[src/rtl/signed_seq_divider.sv]
// signed_seq_divider: iterative signed restoring divider, WIDTH+2 cycles per result.
// Optional macro SIGNED_SEQ_DIV_SAT_EN saturates the overflow and divide-by-zero quotients.
// Rev 1.0
`default_nettype none

module signed_seq_divider #(
    parameter int WIDTH = 8
) (
    input  logic             clk,
    input  logic             rst_n,
    input  logic             start,
    input  logic [WIDTH-1:0] dividend,
    input  logic [WIDTH-1:0] divisor,
    output logic             busy,
    output logic             done,
    output logic [WIDTH-1:0] quotient,
    output logic [WIDTH-1:0] remainder,
    output logic             div_by_zero,
    output logic             ovf
);

    localparam int CW = $clog2(WIDTH + 1);
    localparam logic [WIDTH-1:0] C_MIN = {1'b1, {(WIDTH-1){1'b0}}};
    localparam logic [WIDTH-1:0] C_MAX = {1'b0, {(WIDTH-1){1'b1}}};
    localparam logic [CW-1:0]    C_CNT_LOAD = CW'(WIDTH);
    localparam logic [CW-1:0]    C_CNT_LAST = CW'(1);

    typedef enum logic [1:0] {
        S_IDLE = 2'd0,
        S_CALC = 2'd1,
        S_FIX  = 2'd2
    } state_t;

    state_t           r_state;
    state_t           w_state_nxt;

    logic [CW-1:0]    r_cnt;
    logic [WIDTH:0]   r_rem;
    logic [WIDTH:0]   r_q;
    logic [WIDTH:0]   r_dvs_mag;
    logic [WIDTH-1:0] r_dvd;
    logic             r_neg_q;
    logic             r_dbz;
    logic             r_ovf;

    logic             r_busy;
    logic             r_done;
    logic [WIDTH-1:0] r_quotient;
    logic [WIDTH-1:0] r_remainder;
    logic             r_div_by_zero;
    logic             r_ovf_out;

    logic [WIDTH:0]   w_dvd_ext;
    logic [WIDTH:0]   w_dvs_ext;
    logic [WIDTH:0]   w_dvd_mag;
    logic [WIDTH:0]   w_dvs_mag;
    logic [WIDTH:0]   w_rem_sh;
    logic [WIDTH+1:0] w_trial;
    logic             w_ge;
    logic [WIDTH-1:0] w_q_fix;
    logic [WIDTH-1:0] w_r_fix;
    logic             w_dvs_zero;

    // Sign-extend to WIDTH+1 bits so the magnitude of the most-negative value fits.
    assign w_dvd_ext  = {dividend[WIDTH-1], dividend};
    assign w_dvs_ext  = {divisor[WIDTH-1], divisor};
    assign w_dvd_mag  = dividend[WIDTH-1] ? -w_dvd_ext : w_dvd_ext;
    assign w_dvs_mag  = divisor[WIDTH-1]  ? -w_dvs_ext : w_dvs_ext;
    assign w_dvs_zero = (divisor == '0);

    assign w_rem_sh = {r_rem[WIDTH-1:0], r_q[WIDTH-1]};
    assign w_trial  = {1'b0, w_rem_sh} - {1'b0, r_dvs_mag};
    assign w_ge     = ~w_trial[WIDTH+1];

    assign w_q_fix  = WIDTH'(r_neg_q ? -r_q : r_q);
    assign w_r_fix  = WIDTH'(r_dvd[WIDTH-1] ? -r_rem : r_rem);

    always_ff @(posedge clk) begin
        if (!rst_n) begin
            r_state <= S_IDLE;
        end else begin
            r_state <= w_state_nxt;
        end
    end

    always_comb begin
        w_state_nxt = r_state;
        case (r_state)
            S_IDLE: begin
                if (start) begin
                    w_state_nxt = w_dvs_zero ? S_FIX : S_CALC;
                end
            end
            S_CALC: begin
                if (r_cnt == C_CNT_LAST) begin
                    w_state_nxt = S_FIX;
                end
            end
            S_FIX:   w_state_nxt = S_IDLE;
            default: w_state_nxt = S_IDLE;
        endcase
    end

    always_ff @(posedge clk) begin
        if (!rst_n) begin
            r_cnt         <= '0;
            r_rem         <= '0;
            r_q           <= '0;
            r_dvs_mag     <= '0;
            r_dvd         <= '0;
            r_neg_q       <= 1'b0;
            r_dbz         <= 1'b0;
            r_ovf         <= 1'b0;
            r_busy        <= 1'b0;
            r_done        <= 1'b0;
            r_quotient    <= '0;
            r_remainder   <= '0;
            r_div_by_zero <= 1'b0;
            r_ovf_out     <= 1'b0;
        end else begin
            r_done <= 1'b0;
            case (r_state)
                S_IDLE: begin
                    if (start) begin
                        r_cnt     <= C_CNT_LOAD;
                        r_rem     <= '0;
                        r_q       <= w_dvd_mag;
                        r_dvs_mag <= w_dvs_mag;
                        r_dvd     <= dividend;
                        r_neg_q   <= dividend[WIDTH-1] ^ divisor[WIDTH-1];
                        r_dbz     <= w_dvs_zero;
                        r_ovf     <= (dividend == C_MIN) && (divisor == '1);
                        r_busy    <= 1'b1;
                    end
                end
                S_CALC: begin
                    // Top quotient bit is cleared as it moves into the remainder.
                    r_q   <= {1'b0, r_q[WIDTH-2:0], w_ge};
                    r_rem <= w_ge ? w_trial[WIDTH:0] : w_rem_sh;
                    r_cnt <= r_cnt - C_CNT_LAST;
                end
                S_FIX: begin
`ifdef SIGNED_SEQ_DIV_SAT_EN
                    if (r_dbz) begin
                        r_quotient <= r_dvd[WIDTH-1] ? C_MIN : C_MAX;
                    end else if (r_ovf) begin
                        r_quotient <= C_MAX;
                    end else begin
                        r_quotient <= w_q_fix;
                    end
`else
                    r_quotient <= r_dbz ? '1 : w_q_fix;
`endif
                    r_remainder   <= r_dbz ? r_dvd : w_r_fix;
                    r_div_by_zero <= r_dbz;
                    r_ovf_out     <= r_ovf;
                    r_done        <= 1'b1;
                    r_busy        <= 1'b0;
                end
                default: ;
            endcase
        end
    end

    assign busy        = r_busy;
    assign done        = r_done;
    assign quotient    = r_quotient;
    assign remainder   = r_remainder;
    assign div_by_zero = r_div_by_zero;
    assign ovf         = r_ovf_out;

endmodule

`default_nettype wire

[config.mk]
export PLATFORM = sky130hd
export DESIGN_NAME = signed_seq_divider
export DESIGN_NICKNAME = d
export VERILOG_FILES = /design/src/rtl/signed_seq_divider.sv
export SDC_FILE = /design/constraint.sdc
export NUM_CORES = 1
export LEC_CHECK = 0
export ABC_AREA = 0
export CAP_MARGIN = 0
export CELL_PAD_IN_SITES_DETAIL_PLACEMENT = 1
export CELL_PAD_IN_SITES_GLOBAL_PLACEMENT = 1
export CORE_MARGIN = 10
export CORE_UTILIZATION = 40
export DETAILED_ROUTE_END_ITERATION = 6
export GPL_TIMING_DRIVEN = 0
export PLACE_DENSITY_LB_ADDON = 0.1
export SYNTH_ARGS = -nofsm -noshare
export SYNTH_HDL_FRONTEND = slang
export SYNTH_SLANG_ARGS = --single-unit
[constraint.sdc]
create_clock -name clk -period 4.9 [get_ports clk]
set_input_delay 1.225 -clock clk [delete_from_list [all_inputs] [get_ports clk]]
set_output_delay 1.225 -clock clk [all_outputs]
set_load 0.05 [all_outputs]
# --- Word level (Yosys, flattened, before mapping) ---
# Index checks and enable logic that the tools add are counted.
# W data, S select, Z words.
totals:
  ff_bits: 62
classes:
  reduce_logical: 9
  bitwise: 2
  muxes: 20
  n_addsub: 6
  n_eq_ne: 7
ops:
  columns: ["op", "count"]
  rows:
  - ["$mux W8", 8]
  - ["$pmux W8 S2", 2]
  - ["$neg A8 Y8", 3]
  - ["$eq A8 B8 Y1 const B", 2]
  - ["$sub A9 B9 Y10", 1]
  - ["$mux W9", 1]
  - ["$neg A9 Y9", 1]
  - ["$logic_not A8 Y1", 1]
  - ["$pmux W4 S2", 1]
  - ["$reduce_and A2 Y1", 4]
  - ["$mux W2", 3]
  - ["$eq A4 B1 Y1 const B", 1]
  - ["$mux W4", 1]
  - ["$ne A2 B2 Y1 const B", 2]
  - ["$pmux W2 S2", 1]
  - ["$reduce_bool A2 Y1", 2]
  - ["$sub A4 B1 Y4 const B", 1]
  - ["$eq A2 B1 Y1 const B", 1]
  - ["$eq A2 B2 Y1 const B", 1]
  - ["$logic_not A2 Y1", 1]
  - ["$mux W1", 2]
  - ["$pmux W1 S2", 1]
  - ["$logic_and A1 B1 Y1", 1]
  - ["$not A1 Y1", 1]
  - ["$xor A1 B1 Y1", 1]

# --- Logic depth before layout (Yosys ltp) ---
logic_depth:
  ltp_word: 4
  ltp_mapped: 8
  ltp_nobuf: 8

# --- Least setup slack after synthesis ---
# OpenSTA, ideal clock, no wires.
synth_timing:
  kind: "input to register"
  startpoint: "input port divisor[4]"
  endpoint: "register r_dvs_mag[5]"
  arrival_time_ps: 2137
  path_buffers: 0
  setup_time_ps: 137
  required_ps: 4763
  cell_stages: 5
  path_slack_ps: 2626
  path_cell_list: "or3_1 > nor3_1 > nand2b_1 > xor2_1 > a211oi_1"
synth_via:
  elab_chain_len: 2
synth_rtl:
  columns: ["item", "line_no", "rtl"]
  rows:
  - ["from (decl)", "13", "input logic [WIDTH-1:0] divisor,"]
  - ["$neg A9 Y9", "68", "assign w_dvs_mag = divisor[WIDTH-1] ? -w_dvs_ext : w_dvs_ext;"]
  - ["$mux W9", "68", null]
  - ["to (signal assigned)", "128", "r_dvs_mag <= w_dvs_mag;"]
  - ["to (decl)", "40", "logic [WIDTH:0] r_dvs_mag;"]
# No other way between the ends.
# A chain may end at the register's enable or synchronous reset.

# --- Final worst setup path ---
layout_timing:
  startpoint: "input port start"
  endpoint: "register r_q[5]"
layout_via:
  elab_chain_len: 2
layout_rtl:
  columns: ["item", "line_no", "rtl"]
  rows:
  - ["from (decl)", "11", "input logic start,"]
  - ["$ne A2 B2 Y1 (no line)", null, null]
  - ["$reduce_and A2 Y1 (no line)", null, null]
  - ["to (signal assigned)", "127", "r_q <= w_dvd_mag;"]
  - ["to (signal assigned)", "138", "r_q <= {1'b0, r_q[WIDTH-2:0], w_ge};"]
  - ["to (decl)", "39", "logic [WIDTH:0] r_q;"]
# No other way between the ends.

==> out/results.ini <==
[worst_setup_path]
cp_top_family = simple AND/OR/NAND/NOR gates
worst-path-buf-inv = 1
worstPathMaxFanout = 10
slowest_stage = nor3b_2
rrSetupSlack_ns = 2.74
critPathMaxStageDelay_ns = 0.64
crit_start = start
start_kind = input port
cp-end-kind = flip-flop
required_ns = 5.10
path_class = in2reg
rr_startpoint = r_rem[0]
crit_arrival_ns = 3.09
crit_chain = clkdlybuf4s50_1 -> nor3b_2 -> nor2_1 -> a22oi_1 -> a21oi_1

[clocking]
ctsResizeCount = 0
cts_tree = built
cts_root_buf = clkbuf_8
post_cts_buffers = 0
htree_levels = 3
cts_hold_buffers = 0
worstSkewPairLatency_ns = 0.35
cts_buffers = 9
clkSinkCount = 62
clk_pin_slew_ns = 0.07
clk_path_buf_depth = 2

[sta]
min_period_ns = 2.892
rsz0062_at_grt = false
setup_tns_ns = 0
fmax_ghz = 0.3458
hold_viol = 0
setup_slack_ns = 2.008
skew_ns = 0.01450
tightest_slew_ns = 0.9080
finalSetupViolCount = 0
fin_crit_sh = 0.5902
relSlewSlack = 0.3900
maxSlewViolCount = 0

[final_layout]
fin_util = 0.4954
fill_cells = 1043
syn_to_final_growth_pct = 19.25
diodes = 0
drive_gt1_frac = 0.06721
layout.nets = 522

[global_route]
antenna_found_initial = 0
grt_start_max_net_pins = 13
overflow = 0
grtUsageTotal = 0.1549
grt_pass1_wl_um = 16500
grt_pass1_vias = 3315

[placement]
dpl.hpwl_um = 7842
io_buffer_count = 36
dpl_worst_slack_ns = 1.616
place.gp.congestion = 0.8139

[power]
irDropWorstVdd_mv = 0.1250
leakage_nw = 1.504
power_density_mw_per_mm2 = 336.7

[yosys]
ys_seq_area_frac = 0.3583
synth_cells = 439
synth_area_mm2 = 0.003465
synth_warnings = 0
synth_ff_type = dfxtp_1
synth-seq-cells = 62
ys_types = 50
synth_enable_flop_cells = 0
postSynthAreaPerCell_um2 = 7.892
async_flop_share = 0
syn-num-nets = 475

[detailed_routing]
dr.pass1.iters = 4
drt_wl_total_um = 9740
vias = 3175
wire_per_inst_um = 16.34
drc = 0
vias_per_cell = 5.327
first_iter_violations = 107
ant_nets = 0

[run]
maxCapViolations = 0

[die]
fp.dieH_um = 113.1
start_util = 0.4154
pin_count = 39
die_area_mm2 = 0.01278
dieWidth_um = 113.1
coreArea_mm2 = 0.008341
rows = 33

[min_path]
min_from = remainder[4]
hold_class = reg2reg

[run_status]
status = completed

## cell usage after synthesis, types with 2 or more instances
library cell  count  area share
buf_4             3      0.0065
xor2_1            9       0.023
clkbuf_1         18       0.020
a21boi_0          2      0.0043
mux2i_1           6       0.017
a31oi_1           2      0.0036
nor3_1           14       0.020
a22oi_1           5       0.011
nand2_1          67       0.073
dfxtp_1          62        0.36
nand3_1           5      0.0072
or3_1             4      0.0072
nor3b_1           2      0.0043
inv_1            24       0.026
nand2b_1         11       0.020
a21oi_1          44       0.064
buf_2             3      0.0043
o21ai_0          21       0.030
mux2_2            2      0.0065
a211oi_1         11       0.024
a21o_1            2      0.0043
nor2_1           34       0.037
nor2b_1           7       0.013
nor4_1            3      0.0054
nand4_1           2      0.0036
o31ai_1           8       0.017
xnor2_1          15       0.038
ha_1             16       0.058
o211ai_1         12       0.026
o22ai_1           3      0.0054
o2111ai_1         3      0.0076
## per-layer routing
| metal | wire length [µm] | global-route usage | up-vias |
|---|---|---|---|
| li1 | - | - | 1628 |
| met5 | 0 | 0 | - |
| met1 | 5011 | 0.2103 | 1501 |
| met3 | 311 | 0.02377 | 2 |
| met2 | 4391 | 0.2485 | 44 |
| met4 | 25 | 0.04061 | 0 |
## sequential cells by signal, indices dropped and copies added, names as in the netlist
register	cells
r_q	8
quotient	8
div_by_zero	1
busy	1
done	1
r_state	2
ovf	1
r_cnt	4
r_neg_q	1
remainder	8
r_dvs_mag	9
r_ovf	1
r_rem	8
r_dvd	8
r_dbz	1
## power by group
part | switching [W] | internal [W]
combinational | 0.000243 | 0.000162
sequential | 0.0000407 | 0.000541
clock | 0.000219 | 0.000184
## worst min-delay path, cell delays in order, from the launching register on
cell and delay, ns:
dfxtp_1 0.31, nand2_1 0.05, a21oi_1 0.05
## per-stage QoR
step,total power [W],std cells,instance area [µm²],hold WS (ns)
3_5_place_dp,0.001002,580,3956,0.4504
2_1_floorplan,0.0008785,439,3465,0.4279
3_3_place_gp,0.0009889,580,3956,0.4420
4_1_cts,0.001400,596,4131,0.4599
6_report,0.001391,596,4131,0.4541
5_1_grt,0.001474,596,4131,0.4878
## final timing paths
check                                     to  cells past startpoint
worst max-delay path                  r_q[5]                      5
worst min-delay path            remainder[4]                      2
worst max register to register      r_rem[6]                      7
worst min register to register  remainder[4]                      2
## logic make-up after synthesis
family | Yosys count | share of synthesized area
fa+ha+maj | 17 | 0.06356
simple gates | 158 | 0.2134
flops | 62 | 0.3583
compound gates | 121 | 0.2228
xor+xnor | 24 | 0.06067
buf+inv | 49 | 0.05742
mux | 8 | 0.02384
## final cells by class
| type | instances | area, µm² | area share |
|---|---|---|---|
| flip-flops and latches | 62 | 1241 | 0.3004 |
| clock buffers | 9 | 123.9 | 0.02998 |
| plain buffers | 24 | 105.1 | 0.02544 |
| multi-input cells | 328 | 2024 | 0.4900 |
| repair buffers | 36 | 360.3 | 0.08722 |
| inverters | 25 | 93.84 | 0.02271 |
| well taps | 105 | 131.4 | 0.03180 |
| clock inverters | 7 | 51.30 | 0.01242 |
## placed cells by master, fill, tap and decap left out, drive strengths merged, types with 2 or more instances in the layout
master,instances
nor2,34
or3,4
buf,6
o22ai,3
nand4,2
o211ai,12
clkdlybuf4s50,36
xor2,9
a21boi,2
o2111ai,3
xnor2,15
a211oi,11
nand2,67
nor2b,7
mux2,2
inv,25
nor4,4
a21o,2
mux2i,6
nand3,5
ha,16
nor3,15
clkbuf,27
o31ai,9
o21ai,22
nand2b,11
nor3b,3
a21oi,45
clkinvlp,2
clkinv,5
a22oi,5
a31oi,2
dfxtp,62
Note: power is estimated with default switching activity, not from simulation.
